## config.mk

```make
export PLATFORM = sky130hd
export DESIGN_NAME = serial_add_ctrl_flat
export DESIGN_NICKNAME = d
export VERILOG_FILES = /design/src/rtl/serial_add_pkg.sv /design/src/rtl/serial_add_ctrl_if.sv /design/src/rtl/serial_fa_cell.sv /design/src/rtl/serial_add_ctrl.sv /design/src/flat_wrapper.sv
export SDC_FILE = /design/constraint.sdc
export NUM_CORES = 1
export LEC_CHECK = 0
export CAP_MARGIN = 0
export CORE_MARGIN = 2
export CORE_UTILIZATION = 54
export DETAILED_ROUTE_END_ITERATION = 7
export GPL_TIMING_DRIVEN = 0
export MAX_ROUTING_LAYER = met4
export PLACE_DENSITY = 0.79
export SLEW_MARGIN = 20
export SYNTH_ARGS = -nofsm -noshare
export SYNTH_HDL_FRONTEND = slang
export SYNTH_HIERARCHICAL = 1
export SYNTH_SLANG_ARGS = --single-unit
```

## constraint.sdc

```tcl
create_clock -name clk -period 4.03 [get_ports clk]
set_input_delay 0.806 -clock clk [delete_from_list [all_inputs] [get_ports clk]]
set_output_delay 0.806 -clock clk [all_outputs]
set_load 0.02 [all_outputs]
```

## src/rtl/serial_add_pkg.sv

```systemverilog
// Shared types and constants for the bit-serial adder sequencer.
package serial_add_pkg;

   localparam int DEF_WIDTH = 8;

   typedef enum logic [1:0] {
      S_IDLE = 2'd0,
      S_RUN  = 2'd1,
      S_DONE = 2'd2
   } state_t;

endpackage

```

## src/rtl/serial_add_ctrl_if.sv

```systemverilog
// Start/busy/done handshake and operand/result bus of serial_add_ctrl.
// The sub request line exists only when SERIAL_SUB_EN is defined.
interface serial_add_ctrl_if
   import serial_add_pkg::*;
#(
   parameter int WIDTH = DEF_WIDTH
) ();

   logic             start;
   logic [WIDTH-1:0] op_a;
   logic [WIDTH-1:0] op_b;
`ifdef SERIAL_SUB_EN
   logic             sub;
`endif
   logic             busy;
   logic             done;
   logic [WIDTH-1:0] result;
   logic             carry_out;
   logic             overflow;

   modport master (
      output start, op_a, op_b,
`ifdef SERIAL_SUB_EN
      output sub,
`endif
      input  busy, done, result, carry_out, overflow
   );

   modport slave (
      input  start, op_a, op_b,
`ifdef SERIAL_SUB_EN
      input  sub,
`endif
      output busy, done, result, carry_out, overflow
   );

endinterface

```

## src/rtl/serial_fa_cell.sv

```systemverilog
// 1-bit full adder with its registered carry. load seeds the carry at the
// start of an operation; en advances it once per processed bit.
module serial_fa_cell (
   input  logic clk,
   input  logic reset,
   input  logic en,
   input  logic load,
   input  logic carry_init,
   input  logic a,
   input  logic b,
   output logic sum,
   output logic carry_in_q,
   output logic carry_next
);

   assign sum        = a ^ b ^ carry_in_q;
   assign carry_next = (a & b) | (a & carry_in_q) | (b & carry_in_q);

   // carry register: seed on load, advance on each serial step
   always_ff @(posedge clk) begin
      if (reset)     carry_in_q <= 1'b0;
      else if (load) carry_in_q <= carry_init;
      else if (en)   carry_in_q <= carry_next;
   end

endmodule

```

## src/rtl/serial_add_ctrl.sv

```systemverilog
// Bit-serial adder sequencer: captures two operands on start, feeds them
// LSB-first through serial_fa_cell and reports result, carry and overflow.
// Optional subtract mode (A-B) is enabled with the SERIAL_SUB_EN macro.
module serial_add_ctrl
   import serial_add_pkg::*;
#(
   parameter int WIDTH = DEF_WIDTH
) (
   input  logic              clk,
   input  logic              reset,
   serial_add_ctrl_if.slave  bus
);

   localparam int            CW   = $clog2(WIDTH);
   localparam logic [CW-1:0] LAST = CW'(WIDTH - 1);

   state_t           state, state_nx;
   logic             accept, step, last;
   logic [WIDTH-1:0] a_sr, b_sr, res_sr, result_q;
   logic [CW-1:0]    cnt;
   logic             co_q, ov_q;
   logic             sub_q, cin_init;
   logic             b_bit, sum, c_in, c_nx;

`ifdef SERIAL_SUB_EN
   assign cin_init = bus.sub;

   // subtract mode flag, fixed for the whole operation
   always_ff @(posedge clk) begin
      if (reset)       sub_q <= 1'b0;
      else if (accept) sub_q <= bus.sub;
   end
`else
   assign cin_init = 1'b0;
   assign sub_q    = 1'b0;
`endif

   // subtract = add the inverted B bits with a carry-in of 1
   assign b_bit = b_sr[0] ^ sub_q;

   serial_fa_cell u_cell (
      .clk        (clk),
      .reset      (reset),
      .en         (step),
      .load       (accept),
      .carry_init (cin_init),
      .a          (a_sr[0]),
      .b          (b_bit),
      .sum        (sum),
      .carry_in_q (c_in),
      .carry_next (c_nx)
   );

   // state register
   always_ff @(posedge clk) begin
      if (reset) state <= S_IDLE;
      else       state <= state_nx;
   end

   // next state and datapath strobes; start is honoured in IDLE and DONE
   always_comb begin
      state_nx = state;
      accept   = 1'b0;
      step     = 1'b0;
      last     = 1'b0;
      case (state)
         S_IDLE, S_DONE: begin
            if (bus.start) begin
               accept   = 1'b1;
               state_nx = S_RUN;
            end else begin
               state_nx = S_IDLE;
            end
         end
         S_RUN: begin
            step = 1'b1;
            if (cnt == LAST) begin
               last     = 1'b1;
               state_nx = S_DONE;
            end
         end
         default: state_nx = S_IDLE;
      endcase
   end

   // operand/sum shifting; visible outputs only update on the MSB step so
   // they hold the previous answer for the whole of the next operation
   always_ff @(posedge clk) begin
      if (reset) begin
         a_sr     <= '0;
         b_sr     <= '0;
         res_sr   <= '0;
         result_q <= '0;
         cnt      <= '0;
         co_q     <= 1'b0;
         ov_q     <= 1'b0;
      end else if (accept) begin
         a_sr <= bus.op_a;
         b_sr <= bus.op_b;
         cnt  <= '0;
      end else if (step) begin
         a_sr   <= a_sr >> 1;
         b_sr   <= b_sr >> 1;
         res_sr <= {sum, res_sr[WIDTH-1:1]};
         cnt    <= cnt + 1'b1;
         if (last) begin
            result_q <= {sum, res_sr[WIDTH-1:1]};
            co_q     <= c_nx;
            ov_q     <= c_in ^ c_nx;
         end
      end
   end

   assign bus.busy      = (state == S_RUN);
   assign bus.done      = (state == S_DONE);
   assign bus.result    = result_q;
   assign bus.carry_out = co_q;
   assign bus.overflow  = ov_q;

endmodule

```

## src/flat_wrapper.sv

```systemverilog
// flat-port wrapper written by rule: the top's interface ports become plain ports
module serial_add_ctrl_flat import serial_add_pkg::*;
#(
   parameter int WIDTH = DEF_WIDTH
)
  (clk, reset, bus_start, bus_op_a, bus_op_b, bus_busy, bus_done, bus_result, bus_carry_out, bus_overflow);
  serial_add_ctrl_if #(.WIDTH(WIDTH)) bus_i ();
  input  logic clk;
  input  logic reset;
  input wire logic [$bits(bus_i.start)-1:0] bus_start;
  input wire logic [$bits(bus_i.op_a)-1:0] bus_op_a;
  input wire logic [$bits(bus_i.op_b)-1:0] bus_op_b;
  output wire logic [$bits(bus_i.busy)-1:0] bus_busy;
  output wire logic [$bits(bus_i.done)-1:0] bus_done;
  output wire logic [$bits(bus_i.result)-1:0] bus_result;
  output wire logic [$bits(bus_i.carry_out)-1:0] bus_carry_out;
  output wire logic [$bits(bus_i.overflow)-1:0] bus_overflow;
  assign bus_i.start = bus_start;
  assign bus_i.op_a = bus_op_a;
  assign bus_i.op_b = bus_op_b;
  assign bus_busy = bus_i.busy;
  assign bus_done = bus_i.done;
  assign bus_result = bus_i.result;
  assign bus_carry_out = bus_i.carry_out;
  assign bus_overflow = bus_i.overflow;
  serial_add_ctrl #(.WIDTH(WIDTH)) u_core (.clk(clk), .reset(reset), .bus(bus_i));
endmodule
```

==> metrics.md, run 1 <==
| Metric | Value |
|---|---|
| Skew final | around 6.8 ps |
| WS Path Type | register to primary output |
| Worst-skew pair later-pin latency | 350 ps |
| WP buf/inv | 4 |
| Largest family of logic cells by synthesized area | simple AND/OR/NAND/NOR gates |
| PD cells | around 410 mW/mm^2 |
| Largest net degree at the start of global routing | 14 |
| Simple-gate share of the synthesized area | between 20% and 30% |
| Post-synthesis compound-gate area fraction | 18.1% |
| Final Cell Area | roughly 0.0021 sq mm |
| Worst-margin pin slew | approximately 550 ps |
| Synthesized area | 0.00163 sq mm |
| Layout cells sized above 1 | between 10% and 20% |
| Dpl hpwl | 2450 microns |
| Core area | roughly 0.0028 sq mm |
| CTS tree | done |
| Slowest stage delay, CP | between 600 and 700 ps |
| Distinct cells, synth | 28 |
| Hold Fails Final Rpt | 0 |
| Slew headroom | around 63% |
| Chip Width | 59.0 microns |
| Syn avg cell area | approximately 8.7 sq um |
| Leakage power | about 0.75 nW |
| Worst IR Drop VDD | 0.253 mV |
| Post-route DRC | 1 |
| Post-synthesis register bit count | 39 |
| Final net count | around 250 |
| Post-CTS setup buffers | 0 |
| Multiplexer share of the synthesized area | under 10% |
| WP data arrival | about 2000 ps |
| Die boundary height | around 60 microns |
| GRT Total Usage | a little under a quarter |
| Die area | 0.00348 sq mm |
| Num CTS Buffers | 5 |
| Clk root buf | clkbuf_4 |
| Slowest cell on crit path | clkdlybuf4s50_1 |
| Via count | around 1.4k |
| PostCTS Resize Cnt | 0 |
| Adder-Cell Fraction of Synth Area | 2.76% |
| Total of max-cap violations | 0 |
| DR WL/cell | around 14 microns |
| Placed Area | roughly 0.0020 sq mm |
| Setup violators final | 0 |
| Port bufs | 30 |
| Fraction of the cycle the final worst path needs | around 69% |
| Initial DRC count | around 60 |
| First-pass GRT wire length | about 6000 microns |
| Final max-slew violation count | 0 |
| Post-synthesis sequential area ratio | 47.9% |
| Final TNS setup | 0 ps |
| YS warnings | 6 |
| Total gr overflow | 0 |
| Status | complete, but fails checks |
| CTS clk-pin slew, worst paths | approximately 120 ps |
| Crit Path Max Fanout | 11 |
| Inserted Diodes | 0 |
| Cell Chain, Critical Path | nand2b_1, buf_6, inv_4, buf_2, clkdlybuf4s50_1 |
| XOR/XNOR Fraction of Synth Area | around 1.1% |
| Post-Route WL | 3500 microns |
| Failing checks | design-rule violations |
| Row count | 19 |
| Hold-fix buffers, CTS | 0 |
| RePlAce Congestion | a little over 0.8 |
| H-tree depth | 2 |
| Vias/cell | between 5 and 6 |
| Clock sinks | 39 |
| CP top delay family | buffers and inverters |
| RSZ-0062 raised after global routing | no |
| Top Ports | 31 |
| CP startpoint kind | register |
| Fmax | about 360 MHz |
| Vias in the first global route | between 1k and 1.5k |
| Synthesized Nets | between 200 and 250 |
| Fin crit period | between 2000 and 3000 ps |
| Antenna violations before repair | 0 |
| CP endpoint kind | primary output |
| First drt pass iteration count | 8 |
| Initial Utilization | approximately three fifths |
| WP data required | roughly 3200 ps |
| Area delta synth->final | 27.2% |
| Worst min-delay path class | register to register |
| Longest Clk Path Bufs | 2 |
| ANT nets after route | 0 |
| Cells after Synth | between 150 and 200 |
## area by class of cell
class                      instances  area (sq um)
clock buffer                       5          37.5
timing repair buffer              30           300
sequential                        39           781
tap                               31          38.8
multi-input combinational        132           754
inverter                           3          13.8
clock inverter                     3          67.6
fill                             228           729
buffer                            13          82.6
## per-stage QoR
stage | power [mW] | worst slack [ps] | util, % | hold WS, ps | instances
2_1_floorplan | 0.491 | 2360 | - | 432 | 187
3_3_place_gp | 0.523 | 1680 | 70.2 | 440 | 248
3_5_place_dp | 0.528 | 1670 | 70.2 | 447 | 248
4_1_cts | 0.853 | 1250 | 74.0 | 465 | 256
5_1_grt | 0.885 | 1150 | 74.0 | 496 | 256
6_report | 0.847 | 1260 | 74.0 | 460 | 256
## cells in the mapped netlist
master | count | area share [%]
nand3_1 | 2 | 0.61
a311oi_1 | 4 | 2.1
nor2b_1 | 2 | 0.77
dfxtp_1 | 39 | 48
and3b_1 | 1 | 0.54
inv_4 | 1 | 0.38
a211oi_1 | 1 | 0.46
ha_1 | 2 | 1.5
nand3b_1 | 1 | 0.46
o21a_1 | 1 | 0.46
clkbuf_1 | 3 | 0.69
buf_6 | 3 | 2.1
inv_1 | 1 | 0.23
fa_1 | 1 | 1.2
nor2_1 | 16 | 3.7
mux2i_1 | 4 | 2.5
nor3_1 | 4 | 1.2
conb_1 | 1 | 0.23
nand2_1 | 59 | 14
a311oi_2 | 9 | 8.3
a211oi_2 | 1 | 0.77
xnor2_1 | 2 | 1.1
a22oi_1 | 1 | 0.46
buf_4 | 1 | 0.46
buf_2 | 6 | 1.8
a21oi_1 | 18 | 5.5
nand2b_1 | 2 | 0.77
clkinv_1 | 1 | 0.23
## registers in the layout, summed over array words and instances, names as in the netlist
signal	count
u_core/cnt	3
u_core/b_sr	8
u_core/bus.overflow	1
u_core/u_cell/carry_in_q	1
u_core/bus.result	8
u_core/res_sr	7
u_core/bus.carry_out	1
u_core/a_sr	8
u_core/state	2
## layout by cell type, fill, tap and decap left out
master,instances
nor2b_1,2
nand2_1,59
ha_1,2
nand3b_1,1
fa_1,1
conb_1,1
o21a_1,1
a311oi_1,4
nand3_1,2
clkbuf_1,3
nor2_1,16
clkdlybuf4s50_1,30
buf_4,1
a21oi_1,18
nand2b_1,2
a211oi_2,1
a22oi_1,1
a311oi_2,9
clkinvlp_4,1
dfxtp_1,39
a211oi_1,1
buf_6,3
inv_4,1
clkinv_1,1
bufinv_16,2
xnor2_1,2
nor3_1,4
clkbuf_4,5
buf_2,6
and3b_1,1
mux2i_1,4
inv_1,1
## cells by family after synthesis
group / Yosys count
and+or+nand+nor: 87
DFF: 39
AOI/OAI and AO/OA: 35
buffers and inverters: 16
muxes: 4
adders and majority gates: 3
xor gates and xnor gates: 2
other: 1
## per-layer routing
| metal | up-vias | track usage (%) | wire length (microns) |
|---|---|---|---|
| li1 | 703 | - | - |
| met1 | 633 | 28.6 | 1560 |
| met2 | 44 | 37.3 | 1730 |
| met3 | 6 | 6.15 | 160 |
| met4 | 0 | 8.12 | 46 |
| met5 | - | - | 0 |
## worst min-delay path, cell delays in order (launching register included)
cell and delay (ps):
dfxtp_1 330, nand2_1 50, a21oi_1 50
## where the power goes
part,internal (mW),switching (mW)
registers,0.403,0.0109
clock network,0.193,0.134
logic,0.0500,0.0559
total,0.646,0.201
## final timing paths
| kind | cells after the start | endpoint | start | slack [ps] |
|---|---|---|---|---|
| max | 5 | bus_busy | u_core/state[1] | 1260 |
| min | 2 | u_core/bus.result[3] | u_core/bus.result[3] | 460 |
| max reg2reg | 5 | u_core/bus.result[4] | u_core/cnt[0] | 2580 |
| min reg2reg | 2 | u_core/bus.result[3] | u_core/bus.result[3] | 460 |
(Power assumes the default switching activity.)
==> run 2: changes to the inputs <==
--- a/config.mk
+++ b/config.mk
@@ -7,11 +7,11 @@
 export LEC_CHECK = 0
 export CAP_MARGIN = 0
 export CORE_MARGIN = 2
-export CORE_UTILIZATION = 54
+export CORE_UTILIZATION = 46
 export DETAILED_ROUTE_END_ITERATION = 7
 export GPL_TIMING_DRIVEN = 0
 export MAX_ROUTING_LAYER = met4
-export PLACE_DENSITY = 0.79
+export PLACE_DENSITY = 0.72
 export SLEW_MARGIN = 20
 export SYNTH_ARGS = -nofsm -noshare
 export SYNTH_HDL_FRONTEND = slang
==> constraint.sdc (replaced) <==
create_clock -name clk -period 2.3 [get_ports clk]
set_input_delay 0.46 -clock clk [delete_from_list [all_inputs] [get_ports clk]]
set_output_delay 0.46 -clock clk [all_outputs]
set_load 0.02 [all_outputs]
==> metrics.md, run 2 (synthesis results as in run 1) <==
| Metric | Value |
|---|---|
| Fmax | 474 MHz |
| CTS tree | done |
| CTS clk-pin slew, worst paths | 110 ps (about the same) |
| CP startpoint kind | register |
| Metal3 WL | 194 microns (+21%) |
| Status | finished, final reports clean |
| WP data required | 1840 ps (-1380 ps) |
| Final net count | 246 (unchanged) |
| ANT nets after route | 0 (unchanged) |
| Leakage power | 0.730 nW (-2.6%) |
| Initial DRC count | 76 (+29%) |
| Vias/cell | 5.15 (-4.9%) |
| Vias in the first global route | 1261 (-4.7%) |
| Longest Clk Path Bufs | 2 (unchanged) |
| Post-Route WL | 3420 microns (-2.4%) |
| Top Ports | 31 (unchanged) |
| Met1 WL | 1450 microns (-7.4%) |
| Skew final | 9.38 ps (+2.61 ps) |
| Fin crit period | between 2000 and 2500 ps |
| Clock sinks | 39 (unchanged) |
| Hold Fails Final Rpt | 0 (unchanged) |
| Core area | 0.00336 sq mm (+20%) |
| First drt pass iteration count | 4 (-4) |
| Most common cell after layout, fill and taps aside | nand2_1 |
| CP endpoint kind | primary output |
| Via count | 1395 (+0.65%) |
| Num CTS Buffers | 5 (unchanged) |
| Total of max-cap violations | 0 (unchanged) |
| Fraction of the cycle the final worst path needs | between 90% and 100% |
| Initial Utilization | 48.5% (-9.7 points) |
| Final max-slew violation count | 0 (unchanged) |
| Antenna violations before repair | 0 (unchanged) |
| Worst min-delay path class | register to register |
| Dpl cells | 263 (+6.0%) |
| Register share of total power | 58.4% (+9.5 points) |
| PD cells | 610 mW/mm^2 (+49%) |
| Slew headroom | 61.7% (-1.7 points) |
| Clock power frac | 26.9% (-12 points) |
| Chip Width | 63.6 microns (+7.8%) |
| Worst-skew pair later-pin latency | 340 ps (about the same) |
| WP data arrival | 1650 ps (-310 ps) |
| DR WL/cell | 12.6 microns (-7.8%) |
| Post-route DRC | 0 (-1) |
| Setup violators final | 0 (unchanged) |
| RSZ-0062 raised after global routing | no |
| Final non-filler cell total | 271 (+5.9%) |
| Hold-fix buffers, CTS | 0 (unchanged) |
| First-pass GRT wire length | 5660 microns (-5.7%) |
| Total gr overflow | 0 (unchanged) |
| H-tree depth | 2 (unchanged) |
| Row count | 21 (+2) |
| Commonest cells after routing, fill and taps aside | nand2_1, dfxtp_1, clkdlybuf4s50_1, a21oi_1, nor2_1 |
| Largest net degree at the start of global routing | 12 (-2) |
| Comb power frac | 14.8% (+2.3 points) |
| Final TNS setup | 0 ps (unchanged) |
| Post-CTS setup buffers | 0 (unchanged) |
| Max layer used | met4 |
| PostCTS Resize Cnt | 1 (+1) |
| RePlAce Congestion | 0.760 (-6.0%) |
| Worst IR Drop VDD | 0.432 mV (+71%) |
| Crit Path Max Fanout | 11 (unchanged) |
| Internal power | 0.912 mW (+41%) |
| Dpl hpwl | 2460 microns (+0.42%) |
| Port bufs | 30 (unchanged) |
| Net Sw Frac | 26.6% (+2.9 points) |
| Clk root buf | clkbuf_4 |
| Die boundary height | 63.6 microns (+7.8%) |
| WS Path Type | register to primary output |
| Met2 wire length | 1730 microns (-0.17%) |
| Die area | 0.00404 sq mm (+16%) |
| GRT Total Usage | 19.0% (-4.4 points) |
| Inserted Diodes | 0 (unchanged) |
| Final Core Density | 60.6% (-13 points) |
| Psw | 0.330 mW (+64%) |
| Area delta synth->final | 24.9% |
| Worst-margin pin slew | 575 ps (+24.9 ps) |
| Layout cells sized above 1 | 12.0% (-0.89 points) |
[run 2: changes by cell type in the layout (fill, tap and decap cells not counted), sizes merged]
cell           previous run  this run
clkbuf                    8        10
dlygate4sd2               0         1
clkdlybuf4s50            30        29
bufinv                    2         0
clkinv                    1         2
clkinvlp                  1         0
[run 2: cell type report]
type	count	area, sq um
inverters	3	13.8
multi-input cells	132	754
clock buffers	7	45.0
plain buffers	13	82.6
repair buffers	30	299
clock inverters	1	5.00
well taps	46	57.6
fillers	359	1330
flip-flops and latches	39	781
[run 2: path summary, 6_finish.rpt]
| check | startpoint | to | slack [ps] | cells past startpoint |
|---|---|---|---|---|
| min reg2reg | u_core/bus.result[4] | u_core/bus.result[4] | 460 | 2 |
| max | u_core/state[1] | bus_busy | 190 | 5 |
| max reg2reg | u_core/cnt[0] | u_core/bus.result[2] | 900 | 5 |
| min | u_core/bus.result[4] | u_core/bus.result[4] | 460 | 2 |
[run 2: through the flow]
stage          power [mW]  hold slack [ps]  setup slack [ps]  cell area, sq um
2_1_floorplan       0.859              432               973              1630
3_3_place_gp        0.918              442               286              1990
3_5_place_dp        0.925              449               286              1990
4_1_cts              1.26              465               168              2040
5_1_grt              1.32              485              68.0              2040
6_report             1.24              459               190              2040
[run 2: critical path: stages (launching register included)]
cell and delay, ps:
dfxtp_1 340, nand2b_1 160, buf_6 140, inv_4 80, buf_2 230, dlygate4sd2_1 370
[run 2: routing by layer]
metal  vias to the layer above  track usage, %
met1                       649            19.9
li1                        701               -
met5                         -               -
met4                         0            7.34
met2                        39            32.4
met3                         6            7.14
[run 2: power by group through the flow]
stage	Combinational (mW)	Clock (mW)	Sequential, mW
6_report	0.184	0.334	0.725
3_3_place_gp	0.179	0	0.739
2_1_floorplan	0.124	0	0.736
5_1_grt	0.202	0.391	0.729
3_5_place_dp	0.185	0	0.740
4_1_cts	0.185	0.348	0.725
==> run 3: changes to the inputs <==
--- a/config.mk
+++ b/config.mk
@@ -7,11 +7,11 @@
 export LEC_CHECK = 0
 export CAP_MARGIN = 0
 export CORE_MARGIN = 2
-export CORE_UTILIZATION = 46
+export CORE_UTILIZATION = 54
 export DETAILED_ROUTE_END_ITERATION = 7
 export GPL_TIMING_DRIVEN = 0
 export MAX_ROUTING_LAYER = met4
-export PLACE_DENSITY = 0.72
+export PLACE_DENSITY = 0.79
 export SLEW_MARGIN = 20
 export SYNTH_ARGS = -nofsm -noshare
 export SYNTH_HDL_FRONTEND = slang
==> constraint.sdc (replaced) <==
create_clock -name clk -period 2.6 [get_ports clk]
set_input_delay 0.52 -clock clk [delete_from_list [all_inputs] [get_ports clk]]
set_output_delay 0.52 -clock clk [all_outputs]
set_load 0.02 [all_outputs]
==> results of run 3 <==
Same layout as run 1 (identical final DEF). Status: complete, but fails checks: design-rule violations.
Among the figures that moved: setup slack after placement 1670 ps -> 528 ps; setup slack after layout 1260 ps -> 115 ps; register-to-register setup slack 2580 ps -> 1150 ps; total power 0.847 mW -> 1.31 mW; worst IR drop on VDD 0.253 mV -> 0.392 mV
==> variant 1 (settings of run 2) <==
Change the package constant `DEF_WIDTH` from 8 to 4.
--- a/src/rtl/serial_add_pkg.sv
+++ b/src/rtl/serial_add_pkg.sv
@@ -1,7 +1,7 @@
 // Shared types and constants for the bit-serial adder sequencer.
 package serial_add_pkg;
 
-   localparam int DEF_WIDTH = 8;
+   localparam int DEF_WIDTH = 4;
 
    typedef enum logic [1:0] {
       S_IDLE = 2'd0,
Interface: changed (resized bus_op_a, bus_op_b and bus_result); port bits go from 31 to 19. No check against the original RTL was run, so the function may have changed too.
==> variant 1 against run 2 <==
Wire length fell by 52%. Setup slack got worse by 0.071 ns. Sequential share of layout area fell by 0.66 points. Clock skew fell by 0.0081 ns. Combinational power fell by 42%. Die area fell by 40%. Sequential cell count fell by 17. Synthesized cell count fell by 46%. Power fell by 45%. Final area fell by 43%. Area after synthesis fell by 43%. Core utilization fell by 0.36 points. Critical path type unchanged. Largest power group unchanged.
==> variant 1: results (changes against run 2) <==
run_status:
  status: "finished clean"
finish:
  fillers: 184  # -49%
  num_antenna_cells: 0  # unchanged
  multi_input_area_um2: 434  # -42%
  final_cell_count_no_fill: 149  # -45%
  nets: 137  # -44%
  drive_above_1_share_pct: 15.6  # +3.6 points
route:
  routed.top_layer: "met4"
  firstDrtPassIters: 4  # unchanged
  dr_total_vias: 740  # -47%
  wl_met3_um: 66  # -66%
  avgRoutedWirePerCell_um: 10.9  # -14%
  drt_iter0_markers: 10  # -87%
  wirelength_met1_um: 728  # -50%
  wl_met2_um: 812  # -53%
clocking:
  numCtsBuffers: 3  # -2
  cts_resized: 0  # -1
  clockBufferDepth: 2  # unchanged
  root_buffer: "clkbuf_4"
  htree_levels: 1  # -1
  path_clk_slew_ns: 0.11  # about the same
  clock_latency_ns: 0.29  # -0.05 ns
  post-cts-setup-buffers: 0  # unchanged
hold_path:
  min_path_type: "register to register"
yosys:
  seq_area_frac_synth_pct: 47.2  # -0.67 points
  ys_top_cells_by_area: "dfxtp_1 (47%), a21oi_1 (8.6%), nand2_1 (7.2%), a22oi_2 (6.7%), nand3_1 (4.3%)"
  post_synth_num_cell_types: 27  # -3.6%
  synth_fp_nets: 114  # -45%
  syn_area_per_cell_um2: 9.24  # +5.9%
  async_reset_ff_share_pct: 0  # unchanged
  ys.warnings.count: 6  # unchanged
  ys_top_cells_by_count: "dfxtp_1 (22), nand2_1 (18), a21oi_1 (16), nand3_1 (8), a22oi_2 (5)"
global_route:
  grt_max_degree: 12  # unchanged
  grt_pass1_vias: 697  # -45%
  track_usage_pct: 15.6  # -3.4 points
  grt_pass1_wl_um: 2850  # -50%
  antenna_found_initial: 0  # unchanged
placed_design:
  placed_cell_area_um2: 1150  # -42%
  finalWeightedCongestion: 0.741  # -2.6%
  dp_hpwl_um: 1210  # -51%
  port-buffer-count: 18  # -40%
  place_ws_ns: 0.464  # +0.177 ns
worst_setup_path:
  cp_num_buf_inv: 3  # -1
  path_max_fanout: 11  # unchanged
  worst-endpoint-arrival_ns: 1.72  # +0.07 ns
  cpMaxStageDelayCell: "clkdlybuf4s50_1"
  critPathTopFamily: "buffers and inverters"
  slowest_delay_ns: 0.62  # +0.25 ns
sta:
  hold_viol: 0  # unchanged
  finClkSkew_ns: 0.00131  # -0.00807 ns
  slew_headroom_pct: 66.2  # +4.5 points
pwr:
  p_leak_nw: 0.420  # -43%
  ir_drop_uv: 381  # -12%
-- variant 1: changes by cell type after synthesis, moves of 4 or more --
cell,before,now
a22oi_2,0,5
a311oi_1,4,0
a311oi_2,9,0
buf_2,6,2
dfxtp_1,39,22
nand2_1,59,18
nand3_1,2,8
nor2_1,16,3
nor3_1,4,0
-- variant 1: cell families after synthesis --
| family | synth area share (%) |
|---|---|
| compound gates | 19.0 |
| xor+xnor | 1.88 |
| fa+ha+maj | 3.49 |
| buf+inv | 6.30 |
| flops | 47.2 |
| mux | 2.14 |
| other cells | 0.402 |
| simple gates | 19.6 |
-- variant 1: worst paths after layout --
| path | startpoint | end | slack (ns) | cells past startpoint |
|---|---|---|---|---|
| worst max-delay path | u_core/state[1] | bus_busy | 0.12 | 4 |
| worst min-delay path | u_core/bus.result[3] | u_core/bus.result[3] | 0.46 | 2 |
| worst max register to register | u_core/state[0] | u_core/u_cell/carry_in_q | 1.02 | 6 |
| worst min register to register | u_core/bus.result[3] | u_core/bus.result[3] | 0.46 | 2 |
-- variant 1: cell type report --
cell class / count / share of cell area, %
Multi-Input combinational cell: 69 / 37.1
Clock buffer: 3 / 1.93
Tap cell: 27 / 2.89
Timing Repair Buffer: 18 / 15.4
Inverter: 3 / 0.963
Sequential cell: 22 / 37.6
Buffer: 7 / 4.06
-- variant 1: where the power goes --
| part | internal [W] | switching, W |
|---|---|---|
| Clock | 0.0000610 | 0.000104 |
| Combinational | 0.0000523 | 0.0000537 |
| Sequential | 0.000397 | 0.0000117 |
| Total | 0.000510 | 0.000169 |
-- variant 1: metal layers --
layer / up-vias / GRT usage [%]
met5: - / -
met4: 0 / 5.71
met3: 4 / 2.76
met2: 20 / 27.2
met1: 330 / 17.9
li1: 386 / -
==> variant 2 (settings of run 2) <==
Without the edit above. Encoding of `state_t`: now one-hot (3 bits for 3 states).
--- a/src/rtl/serial_add_pkg.sv
+++ b/src/rtl/serial_add_pkg.sv
@@ -3,10 +3,10 @@
 
    localparam int DEF_WIDTH = 8;
 
-   typedef enum logic [1:0] {
-      S_IDLE = 2'd0,
-      S_RUN  = 2'd1,
-      S_DONE = 2'd2
+   typedef enum logic [2:0] {
+      S_IDLE = 3'b001,
+      S_RUN  = 3'b010,
+      S_DONE = 3'b100
    } state_t;
 
 endpackage
Behaviour: no difference found for any inputs over 10 cycles, from zero or initial values and one cycle with reset high; not proved beyond that.
==> variant 2 against run 2 <==
Non-clock buffer count rose by 2. Global-route usage rose by 1.1 points. Sequential share of layout area fell by 1.0 points. Final cell count rose by 4.4%. Synthesized cell count rose by 5.3%. Area after synthesis rose by 4.0%. Setup slack got worse by 0.085 ns. Final area rose by 5.3%. Hold slack got worse by 0.0032 ns. Via count rose by 6.1%. Power rose by 10%. Clock skew fell by 0.0071 ns. Sequential cell count rose by 1. Wire length rose by 6.2%. Largest power group unchanged.
==> variant 2: results (changes against run 2) <==
run_status:
  status: "finished clean"
clocking:
  root_buffer: "clkbuf_8"
  path_clk_slew_ns: 0.07  # -0.04 ns
placed_design:
  dp_hpwl_um: 2550  # +3.8%
  finalWeightedCongestion: 0.768  # +0.97%
  dp.cells: 275  # +4.6%
route:
  drt_iter0_markers: 75  # -1.3%
  wirelength_met1_um: 1650  # +14%
  wl_met3_um: 189  # -2.6%
  via_per_inst: 5.23  # +1.6%
  wl_um: 3630  # +6.2%
  avgRoutedWirePerCell_um: 12.8  # +1.7%
  wl_met2_um: 1740  # +0.87%
sta:
  slew_headroom_pct: 58.0  # -3.7 points
yosys:
  ys_top_cells_by_count: "nand2_1 (61), dfxtp_1 (40), a21oi_1 (19), nor3_1 (17), a311oi_1 (10)"
  synthesis.instances: 197  # +5.3%
  synth_fp_nets: 219  # +4.8%
  ys_top_cells_by_area: "dfxtp_1 (47%), nand2_1 (13%), a21oi_1 (5.6%), a311oi_1 (5.2%), nor3_1 (5.0%)"
  post_synth_num_cell_types: 31  # +11%
global_route:
  grt_pass1_wl_um: 6220  # +10%
worst_setup_path:
  slowest_delay_ns: 0.40  # +0.03 ns
  cpMaxStageDelayCell: "or3b_1"
  worst-endpoint-arrival_ns: 1.74  # +0.09 ns
finish:
  nets: 256  # +4.1%
  drive_above_1_share_pct: 7.66  # -4.3 points
pwr:
  p_leak_nw: 0.733  # +0.35%
variant 2: changes by cell type after synthesis, moves of 2 or more:
cell      before  now
nor2_1        16    2
nor3_1         4   17
a311oi_1       4   10
a311oi_2       9    4
clkbuf_1       3    8
buf_2          6    3
nand2_1       59   61
o211ai_1       0    2
variant 2: final cells by class:
| class | instances | area [um2] |
|---|---|---|
| fill | 327 | 1460 |
| sequential | 40 | 801 |
| multi-input combinational | 139 | 793 |
| timing repair buffer | 30 | 300 |
| clock buffer | 8 | 90.1 |
| buffer | 15 | 86.3 |
| tap | 48 | 60.1 |
| inverter | 3 | 16.3 |
variant 2: final timing paths:
kind | start | end | slack [ns] | cells past startpoint
max | u_core/state[2] | bus_busy | 0.10 | 5
min | u_core/bus.result[1] | u_core/bus.result[1] | 0.46 | 2
max reg2reg | u_core/cnt[0] | u_core/bus.carry_out | 0.46 | 6
min reg2reg | u_core/bus.result[1] | u_core/bus.result[1] | 0.46 | 2
variant 2: worst reg2reg max path, delay by kind of cell, from the launching register on:
family	cells	cell delay, ns
flip-flops	1	0.37
buffers and inverters	1	0.39
adder cells (fa/ha/maj)	2	0.35
AND/OR/NAND/NOR	2	0.51
AO/OA/AOI/OAI	1	0.14
variant 2: stage by stage:
step / setup slack (ns) / cell area (um2) / util, % / hold slack (ns)
after detailed placement: 0.103 / 2060 / 57.0 / 0.446
after global routing: 0.00364 / 2150 / 59.5 / 0.476
after floorplan: 0.766 / 1700 / - / 0.432
final: 0.104 / 2150 / 59.5 / 0.456
after global placement: 0.110 / 2060 / 57.0 / 0.444
after CTS: 0.0571 / 2150 / 59.5 / 0.458
variant 2: power groups by stage:
stage | sequential [W] | clock, W | combinational (W)
global placement | 0.000758 | 0 | 0.000157
CTS | 0.000743 | 0.000483 | 0.000159
finish | 0.000743 | 0.000466 | 0.000159
detailed placement | 0.000759 | 0 | 0.000159
global route | 0.000746 | 0.000517 | 0.000178
floorplan | 0.000755 | 0 | 0.000101
variant 2: metal layers:
| metal | vias to the layer above | global-route usage, % |
|---|---|---|
| met5 | - | - |
| met4 | 0 | 8.24 |
| met2 | 43 | 31.3 |
| li1 | 751 | - |
| met1 | 682 | 25.2 |
| met3 | 4 | 4.86 |
variant 2: what timing repair did:
action | in CTS | in global routing
hold endpoints to repair | 0 | 0
endpoints found under the setup margin | 1 | 1
gates resized for setup | 1 | 1
variant 2: cells by family (layout without fill, tap and decap cells):
family	after synthesis	count (layout)	share of synthesized area (%)
AOI/OAI and AO/OA	38	38	16.8
and+or+nand+nor	90	90	23.2
xor gates and xnor gates	4	4	2.07
other	1	1	0.221
muxes	3	3	1.77
buffers and inverters	18	56	6.05
adders and majority gates	3	3	2.65
DFF	40	40	47.2
